===== src/rtl/inst_fetch_ctrl.sv =====
// inst_fetch_ctrl: fetch sequencer between the PC register and imem.
// Requests at pc, holds the word for decode, paces PC updates.
//   in : clk, rst, pc, imem_ack, imem_rdata, exec_stall
//   out: pc_ena, imem_req, imem_addr, inst, inst_valid,
//        fetch_err, err_addr, inst_count
module inst_fetch_ctrl #(
  parameter int ADDR_W  = 32,
  parameter int DATA_W  = 32,
  parameter int TIMEOUT = 16,
  parameter int CNT_W   = 32
) (
  input  logic              clk,
  input  logic              rst,
  input  logic [ADDR_W-1:0] pc,
  output logic              pc_ena,
  output logic              imem_req,
  output logic [ADDR_W-1:0] imem_addr,
  input  logic              imem_ack,
  input  logic [DATA_W-1:0] imem_rdata,
  input  logic              exec_stall,
  output logic [DATA_W-1:0] inst,
  output logic              inst_valid,
  output logic              fetch_err,
  output logic [ADDR_W-1:0] err_addr,
  output logic [CNT_W-1:0]  inst_count
);

  localparam int TO_W =
    (TIMEOUT > 0) ? $clog2(TIMEOUT + 1) : 1;
  localparam logic [TO_W-1:0] TO_LAST =
    TO_W'((TIMEOUT > 0) ? TIMEOUT - 1 : 0);
  localparam logic [TO_W-1:0] TO_MAX = '1;

  typedef enum logic [1:0] {
    S_REQ,
    S_EXEC,
    S_ERR
  } state_t;

  state_t              state_q, state_d;
  logic [DATA_W-1:0]   inst_q, inst_d;
  logic                valid_q, valid_d;
  logic                err_q, err_d;
  logic [ADDR_W-1:0]   err_addr_q, err_addr_d;
  logic [CNT_W-1:0]    cnt_q, cnt_d;
  logic [TO_W-1:0]     to_q, to_d;
  logic                misaligned;
  logic                expire;

  assign imem_addr  = pc;
  assign inst       = inst_q;
  assign inst_valid = valid_q;
  assign fetch_err  = err_q;
  assign err_addr   = err_addr_q;
  assign inst_count = cnt_q;

  assign misaligned = |pc[1:0];
  // Watchdog fires on the last allowed cycle; an ack
  // in that same cycle still takes priority below.
  assign expire = (TIMEOUT != 0) && (to_q == TO_LAST);

  always_comb begin
    state_d    = state_q;
    inst_d     = inst_q;
    valid_d    = valid_q;
    err_d      = err_q;
    err_addr_d = err_addr_q;
    cnt_d      = cnt_q;
    to_d       = to_q;
    pc_ena     = 1'b0;
    imem_req   = 1'b0;
    unique case (state_q)
      S_REQ: begin
        if (misaligned) begin
          err_d      = 1'b1;
          err_addr_d = pc;
          state_d    = S_ERR;
        end else begin
          imem_req = 1'b1;
          if (imem_ack) begin
            inst_d  = imem_rdata;
            valid_d = 1'b1;
            to_d    = '0;
            state_d = S_EXEC;
          end else begin
            if (to_q != TO_MAX)
              to_d = to_q + TO_W'(1);
            if (expire) begin
              err_d      = 1'b1;
              err_addr_d = pc;
              state_d    = S_ERR;
            end
          end
        end
      end
      S_EXEC: begin
        pc_ena = !exec_stall;
        if (!exec_stall) begin
          cnt_d   = cnt_q + CNT_W'(1);
          valid_d = 1'b0;
          state_d = S_REQ;
        end
      end
      S_ERR: begin
        valid_d = 1'b0;
      end
      default: begin
        state_d = S_REQ;
      end
    endcase
    // Keep the PC and memory quiet while reset is held.
    if (rst) begin
      pc_ena   = 1'b0;
      imem_req = 1'b0;
    end
  end

  always_ff @(posedge clk or posedge rst) begin
    if (rst) begin
      state_q    <= S_REQ;
      inst_q     <= '0;
      valid_q    <= 1'b0;
      err_q      <= 1'b0;
      err_addr_q <= '0;
      cnt_q      <= '0;
      to_q       <= '0;
    end else begin
      state_q    <= state_d;
      inst_q     <= inst_d;
      valid_q    <= valid_d;
      err_q      <= err_d;
      err_addr_q <= err_addr_d;
      cnt_q      <= cnt_d;
      to_q       <= to_d;
    end
  end

endmodule


===== config.mk =====
export PLATFORM = sky130hd
export DESIGN_NAME = inst_fetch_ctrl
export DESIGN_NICKNAME = d
export VERILOG_FILES = /design/src/rtl/inst_fetch_ctrl.sv
export SDC_FILE = /design/constraint.sdc
export NUM_CORES = 1
export LEC_CHECK = 0
export CELL_PAD_IN_SITES_DETAIL_PLACEMENT = 1
export CELL_PAD_IN_SITES_GLOBAL_PLACEMENT = 2
export CORE_UTILIZATION = 30
export CTS_BUF_LIST = sky130_fd_sc_hd__clkbuf_8
export CTS_CLUSTER_SIZE = 10
export DETAILED_ROUTE_END_ITERATION = 7
export GPL_ROUTABILITY_DRIVEN = 0
export GPL_TIMING_DRIVEN = 0
export PLACE_DENSITY_LB_ADDON = 0.1
export SKIP_LAST_GASP = 1
export SYNTH_ARGS = -nofsm -noshare
export SYNTH_HDL_FRONTEND = slang
export SYNTH_SLANG_ARGS = --single-unit

===== constraint.sdc =====
create_clock -name clk -period 6.2 [get_ports clk]
set_input_delay 1.55 -clock clk [delete_from_list [all_inputs] [get_ports clk]]
set_output_delay 1.55 -clock clk [all_outputs]
set_load 0.05 [all_outputs]

==> metrics.cfg <==
[outcome]
outcome=complete, no violations

[detailed_routing]
vias=3331
viasPerCell=4.47
ant_nets=0
wirelength_um=11400
drtPass1Iterations=4
wire_per_inst_um=15.3
drc=0
first_iter_violations=62

[sta]
layout_min_cycle_time_ns=5.12
finalMaxSlewViolations=0
rsz0062_at_grt=no
slew_headroom=0.533
setup_viol=0
hold_violations=0
fmax_ghz=0.195
setup_tns_ns=0
skew_ns=0.00601
period_share=0.826
worstMarginPinSlew_ns=0.701

[finish]
nets=628
drive_gt1_frac=0.235
instances_no_fill=745
n_antenna_cell=0
syn_to_final_growth_pct=52.8

[synth]
synth.most_common_cell=dfrtp_1
synth_simple_gate_area_share=0.106
netlist-cell-type-count=40
synth_fa_ha_area_frac=0.0188
yosysTopAreaCellShare=0.565
synthFlopType=dfrtp_1
syn_area_um2=4650
synth-compound-area-share=0.00969
ys_async_sr_fraction=1.00
yosys_warnings=0
syn_area_per_cell_um2=13.6
ys_top_cells_by_count=dfrtp_1, mux2_2, buf_4
yosys.area.top_type=dfrtp_1
synth_edf_count=0
synth.area.top_cells=dfrtp_1, mux2_2, buf_4
synth_nets=417
ys_seq_elements=105
muxShareOfSynthArea=0.165
synth_top_family_by_area=multiplexers
ys_seq_area_frac=0.565
netlist_instances=342
synth_xor_area_frac=0.0622

[pwr]
irDropWorstVdd_mv=0.261
p_int_mw=1.80
seqPwrFrac=0.319
powerDensity_nw_per_um2=461
pwr-share-clk=0.130
power_mw=3.28
leakage_nw=3.11
swShare=0.449
p_switching_mw=1.47
comb_power_share=0.551

[global_routing]
grt_pass1_wl_um=19100
grt_pass1_vias=3566
track_usage=0.153
overflow=0
antenna_found_initial=0
grt_max_degree=54

[setup_path]
cp-start-kind=primary input
reg2reg_slack_ns=4.01
crit_required_ns=4.65
worstPathArrival_ns=3.57
critPathCaptureType=output port
crit_fanout=7
critical_path_class=in2out

[die]
dieArea_um2=16000
ios=200
start_util=0.307
die-height_um=126
die_w_um=126
rows=45
core-area_um2=15100

[clock_tree]
htree_levels=3
clkTransAtPathRegs_ns=0.09
cts_resized=0
cts_buffer_depth=2
post_cts_buffers=0
worstSkewPairLatency_ns=0.37
cts_tree=built
cts.hold.buffers_added=0
cts.sinks=105
cts_buffers=9
clockRootBuffer=clkbuf_8

[placed_design]
port_buffers=199
dp_cells=730
dpl.hpwl_um=8840

[hold_path]
hold_class=reg2reg

[job]
cap_violations=0

==> sequential cells by signal (all words and copies together), names as in the netlist <==
register	flops
inst_count	32
to_q	5
fetch_err	1
err_addr	32
inst	32
state_q	2
inst_valid	1
==> power groups by stage <==
stage          combinational (mW)  clock (mW)  sequential [mW]
6_report                     1.81       0.426             1.04
5_1_grt                      1.88       0.486             1.08
4_1_cts                      1.83       0.453             1.05
3_5_place_dp                 1.82           0             1.06
3_3_place_gp                 1.81           0             1.05
2_1_floorplan               0.409           0             1.84
==> placed cells by master, fill, tap and decap left out, types with 2 or more instances in the layout <==
cell type	synthesis	routed
nor4_4	2	2
inv_1	7	7
dfrtp_1	105	105
nand2b_1	2	2
buf_2	2	2
buf_6	3	3
nand4_1	11	11
nand3_1	12	12
nor2_1	11	11
buf_4	35	35
nor3_1	4	4
nand2_1	10	10
ha_1	7	7
and3_1	8	8
nand3b_1	2	2
mux2_2	66	66
xnor2_1	26	26
clkbuf_8	0	11
xor2_1	7	7
clkdlybuf4s50_1	0	199
clkinv_2	0	2
==> metal layers <==
layer / vias up / GRT usage / wire length, µm / part of all wire
met5: - / 0 / 0 / 0
met4: 0 / 0.0638 / 176 / 0.015
met3: 11 / 0.0401 / 787 / 0.069
met2: 125 / 0.248 / 5460 / 0.48
met1: 1629 / 0.194 / 4960 / 0.44
li1: 1566 / - / - / -
==> logic make-up after synthesis <==
family | after synthesis
muxes | 68
adders and majority gates | 7
buffers and inverters | 49
AOI/OAI and AO/OA | 6
xor gates and xnor gates | 33
and+or+nand+nor | 74
DFF | 105
==> final timing paths <==
| kind | startpoint | endpoint | cells past startpoint |
|---|---|---|---|
| setup / recovery | pc[0] | imem_req | 5 |
| hold / removal | inst_count[31] | inst_count[31] | 1 |
| setup reg to reg | to_q[0] | err_addr[7] | 8 |
| hold reg to reg | inst_count[31] | inst_count[31] | 1 |
| max in group asynchronous | rst | err_addr[3] | 3 |
| min in group asynchronous | rst | inst[16] | 2 |
==> layout make-up <==
cell class | count | area [µm²]
Fill cell | 1604 | 8050
Timing Repair Buffer | 200 | 2020
Multi-Input combinational cell | 188 | 1680
Sequential cell | 105 | 2630
Tap cell | 188 | 235
Buffer | 41 | 310
Clock inverter | 4 | 43.8
Inverter | 8 | 32.5
Clock buffer | 11 | 151
==> per-stage QoR <==
| step | instance area [µm²] | hold WS [ns] | worst slack [ns] | util |
|---|---|---|---|---|
| floorplan | 4650 | 0.469 | 1.89 | - |
| global placement | 6870 | 0.454 | 0.0413 | 0.454 |
| detailed placement | 6900 | 0.467 | 1.04 | 0.456 |
| CTS | 7100 | 0.485 | 1.03 | 0.469 |
| global route | 7100 | 0.527 | 0.983 | 0.469 |
| finish | 7100 | 0.484 | 1.08 | 0.469 |
==> critical path, stage by stage <==
cell,delay [ns]
clkdlybuf4s50_1,0.50
or3b_1,0.40
buf_2,0.19
nor2_1,0.11
clkdlybuf4s50_1,0.82
(Power assumes the default switching activity.)
